**src/rtl/wallace_multiplier_pipe_if.sv**
```systemverilog
// Handshake bundle for the pipelined Wallace multiplier: an operation channel
// toward the multiplier and a result channel back from it.
interface wallace_multiplier_pipe_if #(
  parameter int WIDTH = 8,
  parameter int TAG_W = 4
);
  logic                 in_valid;
  logic                 in_ready;
  logic [WIDTH-1:0]     in_a;
  logic [WIDTH-1:0]     in_b;
  logic                 in_signed;
  logic [TAG_W-1:0]     in_tag;
  logic                 out_valid;
  logic                 out_ready;
  logic [2*WIDTH-1:0]   out_product;
  logic [TAG_W-1:0]     out_tag;

  // master issues operations and consumes results; slave is the multiplier
  modport master (
    output in_valid, in_a, in_b, in_signed, in_tag, out_ready,
    input  in_ready, out_valid, out_product, out_tag
  );

  modport slave (
    input  in_valid, in_a, in_b, in_signed, in_tag, out_ready,
    output in_ready, out_valid, out_product, out_tag
  );
endinterface

```
**src/rtl/wallace_multiplier_pipe.sv**
```systemverilog
// Three-stage pipelined Wallace-tree multiplier, signed (Baugh-Wooley) or
// unsigned per operation, with a global stall and a tag carried alongside.
module wallace_multiplier_pipe #(
  parameter int WIDTH = 8,
  parameter int TAG_W = 4
) (
  input  logic clk,
  input  logic rst_n,
  wallace_multiplier_pipe_if.slave bus
);
  localparam int PW = 2 * WIDTH;
  localparam int NR = WIDTH + 1;
  localparam int NA = NR + 2;

  function automatic logic [WIDTH*WIDTH-1:0] pp_matrix(
    input logic [WIDTH-1:0] a,
    input logic [WIDTH-1:0] b,
    input logic             sgn
  );
    logic [WIDTH*WIDTH-1:0] m;
    m = '0;
    for (int i = 0; i < WIDTH; i++) begin
      for (int j = 0; j < WIDTH; j++) begin
        m[i*WIDTH+j] = (a[j] & b[i]) ^ (sgn & ((i == WIDTH-1) != (j == WIDTH-1)));
      end
    end
    return m;
  endfunction

  // Rows are combined three at a time with 3:2 counters per column; where a
  // column holds only two live bits the counter degenerates to a half adder.
  function automatic logic [2*PW-1:0] wallace_reduce(
    input logic [WIDTH*WIDTH-1:0] m,
    input logic                   sgn
  );
    logic [PW-1:0] cur [NA];
    logic [PW-1:0] nxt [NA];
    int n;
    int k;
    for (int r = 0; r < NA; r++) begin
      cur[r] = '0;
      nxt[r] = '0;
    end
    for (int i = 0; i < WIDTH; i++) begin
      cur[i] = {{WIDTH{1'b0}}, m[i*WIDTH +: WIDTH]} << i;
    end
    cur[WIDTH] = sgn ? ((PW'(1) << WIDTH) | (PW'(1) << (PW-1))) : '0;
    n = NR;
    for (int l = 0; l < NR; l++) begin
      if (n > 2) begin
        k = 0;
        for (int r = 0; r < NA; r++) nxt[r] = '0;
        for (int g = 0; g < NR; g += 3) begin
          if (g + 2 < n) begin
            nxt[k]   = cur[g] ^ cur[g+1] ^ cur[g+2];
            nxt[k+1] = ((cur[g] & cur[g+1]) | (cur[g] & cur[g+2]) |
                        (cur[g+1] & cur[g+2])) << 1;
            k += 2;
          end else begin
            if (g < n) begin
              nxt[k] = cur[g];
              k += 1;
            end
            if (g + 1 < n) begin
              nxt[k] = cur[g+1];
              k += 1;
            end
          end
        end
        for (int r = 0; r < NA; r++) cur[r] = nxt[r];
        n = k;
      end
    end
    return {cur[1], cur[0]};
  endfunction

  logic                   adv;
  logic                   vld_p0, vld_p1, vld_p2;
  logic [WIDTH*WIDTH-1:0] pp_p0;
  logic                   sgn_p0;
  logic [TAG_W-1:0]       tag_p0, tag_p1, tag_p2;
  logic [PW-1:0]          sum_p1, carry_p1;
  logic [PW-1:0]          prod_p2;
  logic [WIDTH*WIDTH-1:0] pp_d;
  logic [PW-1:0]          sum_d, carry_d;

  assign adv          = !vld_p2 || bus.out_ready;
  assign bus.in_ready = adv;

  assign pp_d             = pp_matrix(bus.in_a, bus.in_b, bus.in_signed);
  assign {carry_d, sum_d} = wallace_reduce(pp_p0, sgn_p0);

  always_ff @(posedge clk) begin
    if (!rst_n) begin
      vld_p0 <= 1'b0;
      vld_p1 <= 1'b0;
      vld_p2 <= 1'b0;
    end else if (adv) begin
      vld_p0 <= bus.in_valid;
      vld_p1 <= vld_p0;
      vld_p2 <= vld_p1;
    end
  end

  // S1: partial-product matrix; S2: reduced sum/carry rows
  always_ff @(posedge clk) begin
    if (adv) begin
      pp_p0    <= pp_d;
      sgn_p0   <= bus.in_signed;
      tag_p0   <= bus.in_tag;
      sum_p1   <= sum_d;
      carry_p1 <= carry_d;
      tag_p1   <= tag_p0;
    end
  end

  // S3: carry-propagate add; bubbles leave the presented result untouched
  always_ff @(posedge clk) begin
    if (!rst_n) begin
      prod_p2 <= '0;
      tag_p2  <= '0;
    end else if (adv && vld_p1) begin
      prod_p2 <= sum_p1 + carry_p1;
      tag_p2  <= tag_p1;
    end
  end

  assign bus.out_valid   = vld_p2;
  assign bus.out_product = prod_p2;
  assign bus.out_tag     = tag_p2;
endmodule

```
**src/flat_wrapper.sv**
```systemverilog
// flat-port wrapper written by rule: the top's interface ports become plain ports
module wallace_multiplier_pipe_flat 
#(
  parameter int WIDTH = 8,
  parameter int TAG_W = 4
)
  (clk, rst_n, bus_in_valid, bus_in_a, bus_in_b, bus_in_signed, bus_in_tag, bus_out_ready, bus_in_ready, bus_out_valid, bus_out_product, bus_out_tag);
  wallace_multiplier_pipe_if #(.WIDTH(WIDTH), .TAG_W(TAG_W)) bus_i ();
  input  logic clk;
  input  logic rst_n;
  input wire logic [$bits(bus_i.in_valid)-1:0] bus_in_valid;
  input wire logic [$bits(bus_i.in_a)-1:0] bus_in_a;
  input wire logic [$bits(bus_i.in_b)-1:0] bus_in_b;
  input wire logic [$bits(bus_i.in_signed)-1:0] bus_in_signed;
  input wire logic [$bits(bus_i.in_tag)-1:0] bus_in_tag;
  input wire logic [$bits(bus_i.out_ready)-1:0] bus_out_ready;
  output wire logic [$bits(bus_i.in_ready)-1:0] bus_in_ready;
  output wire logic [$bits(bus_i.out_valid)-1:0] bus_out_valid;
  output wire logic [$bits(bus_i.out_product)-1:0] bus_out_product;
  output wire logic [$bits(bus_i.out_tag)-1:0] bus_out_tag;
  assign bus_i.in_valid = bus_in_valid;
  assign bus_i.in_a = bus_in_a;
  assign bus_i.in_b = bus_in_b;
  assign bus_i.in_signed = bus_in_signed;
  assign bus_i.in_tag = bus_in_tag;
  assign bus_i.out_ready = bus_out_ready;
  assign bus_in_ready = bus_i.in_ready;
  assign bus_out_valid = bus_i.out_valid;
  assign bus_out_product = bus_i.out_product;
  assign bus_out_tag = bus_i.out_tag;
  wallace_multiplier_pipe #(.WIDTH(WIDTH), .TAG_W(TAG_W)) u_core (.clk(clk), .rst_n(rst_n), .bus(bus_i));
endmodule
```
**config.mk**
```make
export PLATFORM = sky130hd
export DESIGN_NAME = wallace_multiplier_pipe_flat
export DESIGN_NICKNAME = d
export VERILOG_FILES = /design/src/rtl/wallace_multiplier_pipe_if.sv /design/src/rtl/wallace_multiplier_pipe.sv /design/src/flat_wrapper.sv
export SDC_FILE = /design/constraint.sdc
export NUM_CORES = 1
export LEC_CHECK = 0
export BUFFER_PORTS_ARGS = -buffer_cell sky130_fd_sc_hd__buf_2
export CELL_PAD_IN_SITES_DETAIL_PLACEMENT = 1
export CELL_PAD_IN_SITES_GLOBAL_PLACEMENT = 1
export CORE_ASPECT_RATIO = 0.75
export CORE_UTILIZATION = 35
export DETAILED_ROUTE_END_ITERATION = 7
export GPL_TIMING_DRIVEN = 0
export PLACE_DENSITY = 0.6
export SLEW_MARGIN = 25
export SYNTH_ARGS = -nofsm -noshare
export SYNTH_HDL_FRONTEND = slang
export SYNTH_SLANG_ARGS = --single-unit
```
**constraint.sdc**
```tcl
create_clock -name clk -period 3.5 [get_ports clk]
set_input_delay 0.525 -clock clk [delete_from_list [all_inputs] [get_ports clk]]
set_output_delay 0.525 -clock clk [all_outputs]
set_load 0.02 [all_outputs]
```
After elaboration in Yosys (flattened, before gate mapping)
Index checks and enable logic that the tools add are counted.
{"block": "word_totals", "wordCells": 143, "register_bits": 127, "output_inout_bits": 22}
{"block": "classes", "reduce_logical": 3, "addsub": 1, "n_mux": 1, "n_bitwise": 127}
{"op": "AND 15 bit", "n": 10}
{"op": "OR 15 bit", "n": 9}
{"op": "bitwise XOR 16 bit", "n": 5}
{"op": "AND 1 bit", "n": 64}
{"op": "AND 14 x 15 -> 15 bit", "n": 2}
{"op": "adder 16 bit", "n": 1}
{"op": "2-to-1 mux 16 bit", "n": 1}
{"op": "bitwise XOR 10 x 16 -> 16 bit", "n": 1}
{"op": "bitwise XOR 14 x 16 -> 16 bit", "n": 1}
{"op": "bitwise XOR 15 x 16 -> 16 bit", "n": 1}
{"op": "bitwise XOR 16 x 13 -> 16 bit", "n": 1}
{"op": "AND 10 x 15 -> 15 bit", "n": 1}
{"op": "AND 15 x 13 -> 15 bit", "n": 1}
{"op": "OR 15 x 10 -> 15 bit", "n": 1}
{"op": "OR 15 x 13 -> 15 bit", "n": 1}
{"op": "OR 9 x 15 -> 15 bit", "n": 1}
{"op": "bitwise XOR 14 x 15 -> 15 bit", "n": 1}
{"op": "bitwise XOR 1 bit", "n": 14}
{"op": "AND 10 x 13 -> 13 bit", "n": 1}
{"op": "AND 11 x 13 -> 13 bit", "n": 1}
{"op": "AND 12 x 13 -> 13 bit", "n": 1}
{"op": "OR 12 x 13 -> 13 bit", "n": 1}
{"op": "OR 13 bit", "n": 1}
{"op": "bitwise XOR 12 x 13 -> 13 bit", "n": 1}
{"op": "10 further kinds", "n": 10}

Depth between registers and ports, before layout
{"block": "logic_depth", "word_depth": 12, "mapped_depth": 8, "depth_no_buf": 8}

Worst setup path after synthesis
No wires, ideal clock.
{"block": "synth_timing", "path_kind": "input port to flip-flop", "from": "in bus_out_ready", "to": "reg u_core.prod_p2[9] (netlist: u_core.bus.out_product[9])", "arrival_time_ns": 2.789, "stages": 7, "slack_ns": 0.584, "cell_sequence": "nand2b_1 > buf_2 > nand2_1 > buf_2 > buf_2 > a21oi_1 > nor2_1"}
{"block": "synth_via", "elab_chain_cells": 2}
{"item": "start, declared", "line": "flat_wrapper.sv:16", "source": "input wire logic [$bits(bus_i.out_ready)-1:0] bus_out_ready;"}
{"item": "logical OR 1 bit", "line": "wallace_multiplier_pipe.sv:87", "source": "assign adv = !vld_p2 || bus.out_ready;"}
{"item": "net bus_in_ready", "line": "flat_wrapper.sv:17", "source": "output wire logic [$bits(bus_i.in_ready)-1:0] bus_in_ready;"}
{"item": "logical AND 1 bit", "line": "wallace_multiplier_pipe.sv:122", "source": "end else if (adv && vld_p1) begin"}
{"item": "end signal, assigned", "line": "wallace_multiplier_pipe.sv:123", "source": "prod_p2 <= sum_p1 + carry_p1;"}
{"item": "end, declared", "line": "wallace_multiplier_pipe.sv:83", "source": "logic [PW-1:0] prod_p2;"}
The timed path passes the listed nets, and every way through them passes these cells.
A chain may end at the register's enable or synchronous reset.

Final worst setup path
{"block": "layout_timing", "from": "reg u_core.sgn_p0", "to": "reg u_core.sum_p1[8] (data pin)"}
{"block": "layout_via", "elab_chain_cells": 7}
{"item": "start, declared", "line": "wallace_multiplier_pipe.sv:80", "source": "logic sgn_p0;"}
{"item": "start signal, assigned", "line": "wallace_multiplier_pipe.sv:109", "source": "sgn_p0 <= bus.in_signed;"}
{"item": "2-to-1 mux 16 bit", "line": "wallace_multiplier_pipe.sv:47", "source": "cur[WIDTH] = sgn ? ((PW'(1) << WIDTH) | (PW'(1) << (PW-1))) : '0;"}
{"item": "bitwise XOR 15 x 16 -> 16 bit", "line": "wallace_multiplier_pipe.sv:55", "source": "nxt[k] = cur[g] ^ cur[g+1] ^ cur[g+2];"}
{"item": "bitwise XOR 14 x 16 -> 16 bit", "line": "wallace_multiplier_pipe.sv:55"}
{"item": "bitwise XOR 16 bit (4 in series)", "line": "wallace_multiplier_pipe.sv:55"}
{"item": "net u_core.sum_d[8]", "line": "wallace_multiplier_pipe.sv:85", "source": "logic [PW-1:0] sum_d, carry_d;"}
{"item": "end signal, assigned", "line": "wallace_multiplier_pipe.sv:111", "source": "sum_p1 <= sum_d;"}
{"item": "end, declared", "line": "wallace_multiplier_pipe.sv:82", "source": "logic [PW-1:0] sum_p1, carry_p1;"}
The timed path passes the listed nets, and every way through them passes these cells.

==> impl_results.md <==
- Worst vdd ir: 0.351 mV
- Vias per cell: 4.61
- Htree depth: 4
- Rel. slew slack: 63.0%
- Initial drt markers: 129
- Number of synthesized register bits: 123
- Clock latency on the worst-skew pair: 0.42 ns
- I/O Pins: 47
- Wire per inst: 16.2 µm
- Clock Pin Slew Worst Setup and Hold Paths: 0.06 ns
- GR Layer Usage met2: 22.9%
- CTS tree: done
- Max Clk Rate: 0.349 GHz
- CP Data Required Time: 3.65 ns
- CP Max Fanout: 2
- Met1 Use GR: 20.7%
- Area inside the core boundary: 16800 µm²
- Synthesized Nets: 551
- Congestion Overflow GR: 0
- # Max-Cap Violations: 0
- Final wirelength: 12100 µm
- Slew @ Worst Pin: 0.554 ns
- First-pass GRT wire length: 19800 µm
- Data arrival, critical path: 3.02 ns
- Initial antenna violation count: 0
- Detail Route Antenna Nets: 0
- Max incr delay on CP: 0.56 ns
- Share of cells above drive strength 1: 16.4%
- Fin crit period: 2.87 ns
- Power density cells: 666 nW/µm²
- Chip width: 154 µm
- Worst-case clock skew: 0.00949 ns
- Critical path class: reg2reg
- EDFF count, synth: 100
- Critical path, cell by cell: fa_1 -> inv_1 -> fa_1 -> fa_1 -> inv_1 -> fa_1
- Initial core utilization: 35.9%
- Num CTS Buffers: 17
- Largest net degree at the start of global routing: 79
- Global-route usage over all layers: 15.1%
- Height of the die: 116 µm
- Vias in the first global route: 3672
- Port bufs: 43
- Antenna cells: 0
- Post-Syn Area per Cell: 13.3 µm²
- Clk sinks: 123
- Sequential area share after synthesis: 57.4%
- FP Rows: 41
- Area added between synthesis and finish: 18.5%
- Cell Area, Placed: 6560 µm²
- Endpoints failing setup: 0
- Post-DP HPWL: 8610 µm
- Setup crit start kind: flip-flop
- Buffers and inverters on the worst path: 2
- Crit. End Element: flip-flop
- # nets final: 614
- Main synth FF type: edfxtp_1
- Mapped Cells: 454
- Outcome: finished, final reports clean
- Slowest CP cell: fa_1
- Synth warnings: 0
- Top Usage Layer GRT: met2
- CTS resizes: 0
- Via Count: 3436
- Final TNS setup: 0 ns
- DRC: 0
- Async S/R FF share, synth: 0%
- Setup bufs post-CTS: 0
- Met3 usage: 4.82%
- Crit share post-route: 81.9%
- Drt first pass iters: 4
- RSZ-0062 raised after global routing: false
- Final Hold Vio Count: 0
- Slew Viols, Final: 0
- CP top delay family: adder cells
- Cts hold-fix bufs: 0
- Clock Path Buffers: 2
- Hold slack: 0.282 ns
- Finished Cell Area: 7150 µm²
- Crit-path most repeated cell: fa_1
- DIE AREA: 17800 µm²
- RD Place Congestion: 0.722
- Root buf cell: clkbuf_16
- Leakage: 3.14 nW
- HP Class: in2reg
- Synth unique cells: 35
- Power Total: 4.76 mW
- Syn Std Cell Area: 6040 µm²
## through the flow
stage                     setup WS (ns)  std cells  util (%)
after global placement           -0.139        712      38.8
after detailed placement          0.609        713      39.0
after global routing              0.562        745      42.5
after floorplan                   0.584        454         -
after CTS                         0.596        745      42.5
final                             0.633        745      42.5
## per-layer routing
metal,up-vias,wire [µm]
li1,1654,-
met1,1701,6260
met2,69,5230
met3,12,460
met4,0,124
met5,-,0
## flip-flops by register name, summed over array words and instances, names as in the netlist, 4 cells and up
signal                  cells
u_core.bus.out_product     16
u_core.bus.out_tag          4
u_core.carry_p1            11
u_core.pp_p0               64
u_core.sum_p1              16
u_core.tag_p0               4
u_core.tag_p1               4
## cells in the final DEF, fill, tap and decap left out, types with 2 or more instances in the layout
cell type / instances
buf_2: 48
and3_1: 2
clkbuf_1: 6
a21oi_1: 23
nand2_1: 42
clkbuf_16: 20
o21ai_0: 4
dfxtp_1: 23
a21o_1: 6
nand4_1: 6
inv_1: 65
nand3_1: 4
a21oi_2: 2
xor2_1: 2
a211o_1: 2
inv_4: 3
nor2_1: 5
inv_6: 4
a211oi_1: 3
edfxtp_1: 100
clkinv_4: 4
ha_1: 33
fa_1: 39
xnor2_1: 16
and2_1: 51
## Yosys cell counts (all sizes together) (2+ instances only)
| master | instances | share of area [%] |
|---|---|---|
| edfxtp | 100 | 50 |
| inv | 65 | 4.0 |
| and2 | 51 | 5.3 |
| nand2 | 42 | 2.6 |
| fa | 39 | 13 |
| ha | 33 | 6.8 |
| a21oi | 25 | 2.2 |
| dfxtp | 23 | 7.6 |
| xnor2 | 16 | 2.3 |
| a21o | 6 | 0.75 |
| buf | 6 | 0.50 |
| clkbuf | 6 | 0.37 |
| nand4 | 6 | 0.62 |
| nor2 | 5 | 0.31 |
| nand3 | 4 | 0.33 |
| o21ai | 4 | 0.33 |
| a211oi | 3 | 0.37 |
| and3 | 3 | 0.33 |
| a211o | 2 | 0.29 |
| xor2 | 2 | 0.29 |
## kinds of logic (layout without fill, tap and decap cells)
| logic type | after synthesis | after routing | share of synthesized area (%) |
|---|---|---|---|
| xor gates and xnor gates | 18 | 18 | 2.61 |
| and+or+nand+nor | 115 | 115 | 9.95 |
| adders and majority gates | 72 | 72 | 19.8 |
| muxes | 1 | 1 | 0.166 |
| buffers and inverters | 77 | 153 | 4.91 |
| DFF | 123 | 123 | 57.4 |
| AOI/OAI and AO/OA | 48 | 48 | 5.22 |
## worst paths after layout
kind                            slack, ns  depth (start not counted)             start          endpoint
worst max-delay path                 0.63                          6     u_core.sgn_p0  u_core.sum_p1[8]
worst min-delay path                 0.28                          1     bus_in_tag[1]  u_core.tag_p0[1]
worst max register to register       0.63                          6     u_core.sgn_p0  u_core.sum_p1[8]
worst min register to register       0.42                          0  u_core.tag_p0[0]  u_core.tag_p1[0]
## power breakdown
| part | leakage (nW) | switching [mW] | internal [mW] |
|---|---|---|---|
| sequential | 1.30 | 0.0789 | 1.85 |
| combinational | 1.55 | 0.646 | 0.447 |
| clock | 0.295 | 0.694 | 1.05 |
## cell type report
cell class                      count  area [µm²]
Timing Repair Buffer               44         243
Fill cell                        1775        9670
Sequential cell                   123        3460
Clock buffer                       20         500
Multi-Input combinational cell    254        2280
Buffer                             12        58.8
Inverter                           65         244
Clock inverter                     12        96.3
Tap cell                          215         269
No activity file was read; power rests on OpenSTA's default activity.
